## config.mk

```make
export PLATFORM = sky130hd
export DESIGN_NAME = uart_rx
export DESIGN_NICKNAME = d
export VERILOG_FILES = /design/src/rtl/uart_pkg.sv /design/src/rtl/uart_sync.sv /design/src/rtl/uart_rx.sv
export SDC_FILE = /design/constraint.sdc
export NUM_CORES = 1
export LEC_CHECK = 0
export ABC_CLOCK_PERIOD_IN_PS = 3450
export BUFFER_PORTS_ARGS = -buffer_cell sky130_fd_sc_hd__buf_2
export CORE_ASPECT_RATIO = 0.75
export CORE_MARGIN = 1
export CORE_UTILIZATION = 30
export DETAILED_ROUTE_END_ITERATION = 16
export SYNTH_ARGS = -nofsm -noshare
export SYNTH_HDL_FRONTEND = slang
export SYNTH_SLANG_ARGS = --single-unit
```

## constraint.sdc

```tcl
create_clock -name rx_clk -period 3.45 [get_ports rx_clk]
set_input_delay 0.8625 -clock rx_clk [delete_from_list [all_inputs] [get_ports rx_clk]]
set_output_delay 0.8625 -clock rx_clk [all_outputs]
set_load 0.02 [all_outputs]
```

## src/rtl/uart_pkg.sv

```systemverilog
// ---------------------------------------------------------------------------
// uart_pkg
// Shared constants and types for the UART receive and transmit blocks.
//   UART_DATA_W       : payload bits per frame (8N1)
//   UART_CLKS_PER_BIT : default clocks per serial bit, common to uart_tx/uart_rx
//   rx_state_t        : receiver FSM state encoding
// ---------------------------------------------------------------------------
package uart_pkg;

    localparam int UART_DATA_W       = 8;
    localparam int UART_CLKS_PER_BIT = 16;

    typedef enum logic [2:0] {
        IDLE,
        START,
        DATA,
        STOP,
        WAIT_IDLE
    } rx_state_t;

endpackage

```

## src/rtl/uart_sync.sv

```systemverilog
// ---------------------------------------------------------------------------
// uart_sync
// Multi-flop synchronizer for an asynchronous single-bit input. The chain
// resets to 1 so an idle-high serial line does not look like a start bit
// straight out of reset.
// Ports:
//   clk  : input  clock
//   rst  : input  synchronous active-high reset (chain -> all ones)
//   d    : input  asynchronous signal
//   q    : output synchronized signal, STAGES clocks behind d
// ---------------------------------------------------------------------------
module uart_sync #(
    parameter int STAGES = 2
) (
    input  logic clk,
    input  logic rst,
    input  logic d,
    output logic q
);

    logic [STAGES-1:0] chain;

    // Shift the asynchronous input through the flop chain; the first stage
    // may go metastable, the later stages give it time to settle.
    always_ff @(posedge clk) begin
        if (rst) begin
            chain <= '1;
        end else begin
            chain <= {chain[STAGES-2:0], d};
        end
    end

    assign q = chain[STAGES-1];

endmodule

```

## src/rtl/uart_rx.sv

```systemverilog
// ---------------------------------------------------------------------------
// uart_rx
// 8N1 serial receiver with mid-bit sampling, valid/ready output, framing
// error pulse and sticky overrun flag.
// Ports:
//   rx_clk          : input  clock, all logic on the rising edge
//   rx_rst          : input  synchronous active-high reset
//   rx_en           : input  receiver enable; low aborts a frame in progress
//   rx_i            : input  asynchronous serial line, idles high
//   rx_o_data       : output received byte, LSB received first
//   rx_o_data_valid : output rx_o_data holds an unconsumed byte
//   rx_i_ready      : input  consumer accepts the byte when valid is high
//   rx_o_frame_err  : output one-cycle pulse, stop bit sampled low
//   rx_o_overrun    : output sticky, a completed byte was dropped
//   rx_o_busy       : output FSM is not in IDLE
// ---------------------------------------------------------------------------
module uart_rx
    import uart_pkg::*;
#(
    parameter int CLKS_PER_BIT = UART_CLKS_PER_BIT,
    parameter int SYNC_STAGES  = 2
) (
    input  logic                   rx_clk,
    input  logic                   rx_rst,
    input  logic                   rx_en,
    input  logic                   rx_i,
    output logic [UART_DATA_W-1:0] rx_o_data,
    output logic                   rx_o_data_valid,
    input  logic                   rx_i_ready,
    output logic                   rx_o_frame_err,
    output logic                   rx_o_overrun,
    output logic                   rx_o_busy
);

    localparam int CNT_W = $clog2(CLKS_PER_BIT);
    localparam logic [CNT_W-1:0] HALF_LAST = CNT_W'(CLKS_PER_BIT / 2 - 1);
    localparam logic [CNT_W-1:0] BIT_LAST  = CNT_W'(CLKS_PER_BIT - 1);

    rx_state_t              state;
    logic [CNT_W-1:0]       clk_cnt;
    logic [2:0]             bit_idx;
    logic [UART_DATA_W-1:0] shreg;
    logic                   rxs;
    logic                   handshake;

    uart_sync #(
        .STAGES (SYNC_STAGES)
    ) u_sync (
        .clk (rx_clk),
        .rst (rx_rst),
        .d   (rx_i),
        .q   (rxs)
    );

    assign handshake = rx_o_data_valid & rx_i_ready;

    // Receiver FSM. Walks through start, data and stop bits sampling the
    // synchronized line in the middle of each bit. The output register is
    // only written on a good stop bit; a handshake on the same edge frees the
    // slot so the new byte can be loaded without flagging an overrun.
    // Disabling the receiver drops the partial frame and clears the overrun
    // flag but leaves any pending byte available to the consumer.
    always_ff @(posedge rx_clk) begin
        if (rx_rst) begin
            state           <= IDLE;
            clk_cnt         <= '0;
            bit_idx         <= '0;
            shreg           <= '0;
            rx_o_data       <= '0;
            rx_o_data_valid <= 1'b0;
            rx_o_frame_err  <= 1'b0;
            rx_o_overrun    <= 1'b0;
            rx_o_busy       <= 1'b0;
        end else begin
            rx_o_frame_err <= 1'b0;
            if (handshake) begin
                rx_o_data_valid <= 1'b0;
            end

            if (!rx_en) begin
                state        <= IDLE;
                clk_cnt      <= '0;
                bit_idx      <= '0;
                rx_o_overrun <= 1'b0;
                rx_o_busy    <= 1'b0;
            end else begin
                case (state)
                    IDLE: begin
                        if (!rxs) begin
                            state     <= START;
                            clk_cnt   <= '0;
                            rx_o_busy <= 1'b1;
                        end
                    end

                    START: begin
                        if (clk_cnt == HALF_LAST) begin
                            clk_cnt <= '0;
                            if (!rxs) begin
                                state   <= DATA;
                                bit_idx <= '0;
                            end else begin
                                state     <= IDLE;
                                rx_o_busy <= 1'b0;
                            end
                        end else begin
                            clk_cnt <= clk_cnt + CNT_W'(1);
                        end
                    end

                    DATA: begin
                        if (clk_cnt == BIT_LAST) begin
                            clk_cnt <= '0;
                            shreg   <= {rxs, shreg[UART_DATA_W-1:1]};
                            bit_idx <= bit_idx + 3'd1;
                            if (bit_idx == 3'd7) begin
                                state <= STOP;
                            end
                        end else begin
                            clk_cnt <= clk_cnt + CNT_W'(1);
                        end
                    end

                    STOP: begin
                        if (clk_cnt == BIT_LAST) begin
                            clk_cnt <= '0;
                            if (rxs) begin
                                state     <= IDLE;
                                rx_o_busy <= 1'b0;
                                if (!rx_o_data_valid || handshake) begin
                                    rx_o_data       <= shreg;
                                    rx_o_data_valid <= 1'b1;
                                end else begin
                                    rx_o_overrun <= 1'b1;
                                end
                            end else begin
                                state          <= WAIT_IDLE;
                                rx_o_frame_err <= 1'b1;
                            end
                        end else begin
                            clk_cnt <= clk_cnt + CNT_W'(1);
                        end
                    end

                    WAIT_IDLE: begin
                        if (rxs) begin
                            state     <= IDLE;
                            rx_o_busy <= 1'b0;
                        end
                    end

                    default: begin
                        state     <= IDLE;
                        clk_cnt   <= '0;
                        rx_o_busy <= 1'b0;
                    end
                endcase
            end
        end
    end

endmodule

```

* Word-level counts from Yosys, hierarchy flattened
Index checks and enable logic that the tools add are counted.
** Storage, ports and cells
- Input bits :: 5
- Word-level logic and storage cells :: 76
- Output and inout bits :: 12
- Bits in registers :: 32
** Operators by class
- Reductions and logical operators :: 14
- Multiplexer cells :: 29
- Bitwise operators :: 7
- Add/sub/neg operators :: 2
- Eq/ne operators :: 14
** Operators with widths (count)
- 2-to-1 mux 3 bit :: 10
- one-hot mux 4 bit (4 select lines) :: 1
- one-hot mux 3 bit (5 select lines) :: 1
- 2-to-1 mux 4 bit :: 3
- inequality test 2 bit (second input constant) :: 6
- AND reduction 4 bit :: 3
- 2-to-1 mux 1 bit :: 11
- == test 3 x 2 -> 1 bit (second input constant) :: 2
- == test 3 bit (second input constant) :: 2
- inverter 1 bit :: 6
- one-hot mux 3 bit (2 select lines) :: 1
- AND reduction 6 bit :: 1
- one-hot mux 1 bit (5 select lines) :: 1
- AND reduction 5 bit :: 1
- adder 4 x 1 -> 4 bit (second input constant) :: 1
- == test 4 x 3 -> 1 bit (second input constant) :: 1
- == test 4 bit (second input constant) :: 1
- OR reduction 2 bit :: 2
- OR reduction 4 bit :: 1
- adder 3 x 1 -> 3 bit (second input constant) :: 1
- == test 3 x 1 -> 1 bit (second input constant) :: 1
- zero test 3 bit :: 1
- AND reduction 3 bit :: 1
- 2-to-1 mux 2 bit :: 1
- 6 further kinds :: 6

* Longest topological paths before layout
- Depth in word-level cells :: 7
- Depth in mapped cells :: 7
- Depth with buffers taken out :: 6

* By module
From an unflattened synthesis, not the netlist that was laid out.
** Second synthesis, totals
- Cell total of the unflattened synthesis :: 146
- Area, all modules :: 1387.6 um^2
** Modules (own cells, without submodules)
- uart_rx :: sequential area each 600.6 um^2, cells an instance 142, instances 1, area each 1335.0 um^2
- uart_sync :: sequential area each 40.0 um^2, cells an instance 4, instances 1, area each 52.6 um^2

* Least setup slack after synthesis
Ideal clock, no wire load.
- Kind :: input to register
- Start point :: in rx_rst
- End point :: reg rx_o_frame_err
- Stages :: 4
- Slack :: 1.658 ns
- Data arrival time :: 1.715 ns
- Path buffers :: 1
- Setup time :: 0.078 ns
- Data required time :: 3.372 ns
- Cell sequence :: clkbuf_1 > nand2b_4 > or4_1 > nor3_1
** Between the ends
- Longest elaborated chain between the ends :: 1
** RTL lines
- start, declared :: line uart_rx.sv:24 : input logic rx_rst,
- OR reduction 4 bit (no source line)
- end signal, assigned :: line uart_rx.sv:71 : rx_o_frame_err <= 1'b0;
- end signal, assigned :: line uart_rx.sv:75 : rx_o_frame_err <= 1'b0;
- end signal, assigned :: line uart_rx.sv:138 : rx_o_frame_err <= 1'b1;
- end, declared :: line uart_rx.sv:30 : output logic rx_o_frame_err,
No other way between the ends.
A chain may end at the register's enable or synchronous reset.

* Final worst setup path
Ends and elaborated chain as after synthesis.

==> results_dict.tcl <==
set metrics [dict create \
    outcome "completed" \
    start_util_pct 32.5 \
    layout.cells.non_filler 230 \
    synth.distinct_cells 44 \
    switchingPower_mw 0.151 \
    cts_setup_buffers 0 \
    fp.dieH_um 63.5 \
    final_common_cell "dfxtp_1" \
    multi_input_area_um2 752 \
    first_global_vias 954 \
    drive_above_1_share_pct 23.1 \
    synth_flop_cell "dfxtp_1" \
    max_cap_viol_count 0 \
    drt-wirelength-per-cell_um 11.3 \
    cts-root-buf "clkbuf_8" \
    grt_pass1_wl_um 4490 \
    yosys_register_bits 32 \
    crit_type "input pin to flip-flop" \
    grt_max_degree 29 \
    core_area_um2 4650 \
    combPwrFrac_pct 2.7 \
    fin_worst_skew_ns 0.00540 \
    antenna_found_initial 0 \
    critPathLaunchType "input pin" \
    ir_drop_mv 0.142 \
    finalHoldViolations 0 \
    period_share_pct 50.9 \
    power.leakage_nw 0.625 \
    fill_cells 477 \
    post-place-ws_ns 1.39 \
    netlist_instances 162 \
    fp-row-count 21 \
    io_pins 17 \
    p_sw_share_pct 19.2 \
    cts_buffers 5 \
    finalPower_mw 0.786 \
    grt_remaining_overflow 0 \
    worstMarginPinSlew_ns 0.484 \
    setup_tns_ns 0 \
    cts_tree "done" \
    seq_area_frac_synth_pct 42.4 \
    worstHoldPathType "flip-flop to flip-flop" \
    drc 0 \
    io_buffers 16 \
    final-seq-area_um2 641 \
    rsz0062_at_grt "no" \
    fin_nets 180 \
    wirelength_um 2600 \
    antenna_cells 0 \
    finalCriticalPeriod_ns 1.76 \
    holdWs_ns 0.416 \
    drt-pass1-iter-count 4 \
    final_antenna_net_count 0 \
    cts_resized 0 \
    critical_path.max_fanout 28 \
    cts_sinks 32 \
    final_cell_mix "dfxtp_1 (32), buf_2 (16), a21oi_1 (14)" \
    vias_per_cell 4.87 \
    netlist_area_um2 1510 \
    clockPowerShare_pct 49.8 \
    p_int_mw 0.635 \
    clk_pin_slew_worst_paths_ns 0.07 \
    drt_iter0_markers 63 \
    critPathRequiredTime_ns 3.66 \
    critPathBufInv 1 \
    setup.worst_path.end_class "flip-flop" \
    worstSkewPairLatency_ns 0.28 \
    syn_nets 170 \
    gp_congestion 0.737 \
    yosys_warnings 0 \
    max_freq_mhz 569 \
    syn_to_final_growth_pct 11.5 \
    crit_arrival_ns 1.96 \
    synth-edff-count 0 \
    avgSynthCellArea_um2 9.33 \
    cts_max_path_buffers 2 \
    crit_path_top_delay_cell "or4_1" \
    postCtsHoldBufs 0 \
    dp_hpwl_um 1760 \
    fp.dieArea_um2 5330 \
    cp_top_family "simple AND/OR/NAND/NOR gates" \
    drv_slew 0 \
    final-setup-viol-count 0 \
    pwr-share-seq_pct 47.5 \
    grtUsageTotal_pct 11.0 \
    slew_headroom_pct 67.5 \
    p_per_area_nw_per_um2 466 \
    fin_ws_ns 1.69 \
    cpPeakStageDelay_ns 0.48 \
    via_count 1120 \
    cts_max_level 2 \
    dp.cells 222 \
    cp_cell_sequence "buf_2 -> nand2b_4 -> or4_1 -> nor3_1" \
    async_flop_share_pct 0 \
    die_w_um 84.0 \
]
## registers in the layout, summed over array words and instances, names as in the netlist
signal,cells
rx_o_data,8
shreg,8
clk_cnt,4
bit_idx,3
state,3
u_sync.chain,2
rx_o_busy,1
rx_o_data_valid,1
rx_o_frame_err,1
rx_o_overrun,1
## cells in the mapped netlist, drive strengths merged, types with 4 or more instances
| cell type | instances | share of area, % |
|---|---|---|
| nand2 | 11 | 2.7 |
| o21ai | 11 | 5.1 |
| a22oi | 4 | 2.0 |
| nand3b | 8 | 4.0 |
| dfxtp | 32 | 42 |
| a21oi | 14 | 4.6 |
| buf | 7 | 4.0 |
| nand2b | 10 | 4.6 |
| clkbuf | 6 | 2.9 |
| inv | 4 | 0.99 |
| nand3 | 12 | 4.3 |
| nor2 | 12 | 3.5 |
## metrics by stage
stage | util, % | cell area, µm²
3_3_place_gp | 33.5 | 1560
3_5_place_dp | 33.5 | 1560
6_report | 36.2 | 1690
4_1_cts | 36.2 | 1690
2_1_floorplan | - | 1510
5_1_grt | 36.2 | 1690
## layer usage
metal / up-vias / global-route usage, % / share of wire, %
met5: - / 0 / 0
met4: 0 / 6.47 / 1.4
met3: 5 / 3.93 / 5.7
met2: 28 / 13.8 / 39
met1: 497 / 15.6 / 54
li1: 590 / - / -
## worst paths after layout
path / startpoint / end / slack [ns] / cells past startpoint
max: rx_rst / rx_o_frame_err / 1.69 / 4
min: u_sync.chain[0] / u_sync.chain[1] / 0.42 / 1
max reg2reg: clk_cnt[0] / rx_o_data[0] / 1.76 / 5
min reg2reg: u_sync.chain[0] / u_sync.chain[1] / 0.42 / 1
## kinds of logic (layout without fill, tap and decap cells)
| family | Yosys count | after routing | share of synthesized area, % |
|---|---|---|---|
| adders and majority gates | 3 | 3 | 2.48 |
| muxes | 3 | 3 | 1.99 |
| DFF | 32 | 32 | 42.4 |
| xor gates and xnor gates | 2 | 2 | 1.66 |
| AOI/OAI and AO/OA | 37 | 37 | 16.6 |
| and+or+nand+nor | 68 | 68 | 27.1 |
| buffers and inverters | 17 | 28 | 7.86 |
## area by class of cell
type	count	share of cell area (%)
Multi-Input combinational cell	113	44.6
Clock inverter	1	1.78
Sequential cell	32	38.0
Timing Repair Buffer	16	4.75
Inverter	4	0.891
Clock buffer	7	5.72
Tap cell	57	4.23
## power by group through the flow
stage                     logic, mW  clock network (mW)  registers [mW]
final                        0.0214               0.391           0.373
after global routing         0.0238               0.418           0.374
after CTS                    0.0217               0.402           0.373
after detailed placement     0.0216                   0           0.382
after global placement       0.0216                   0           0.382
after floorplan              0.0183                   0           0.380
Power figures use the tool's default switching activity.
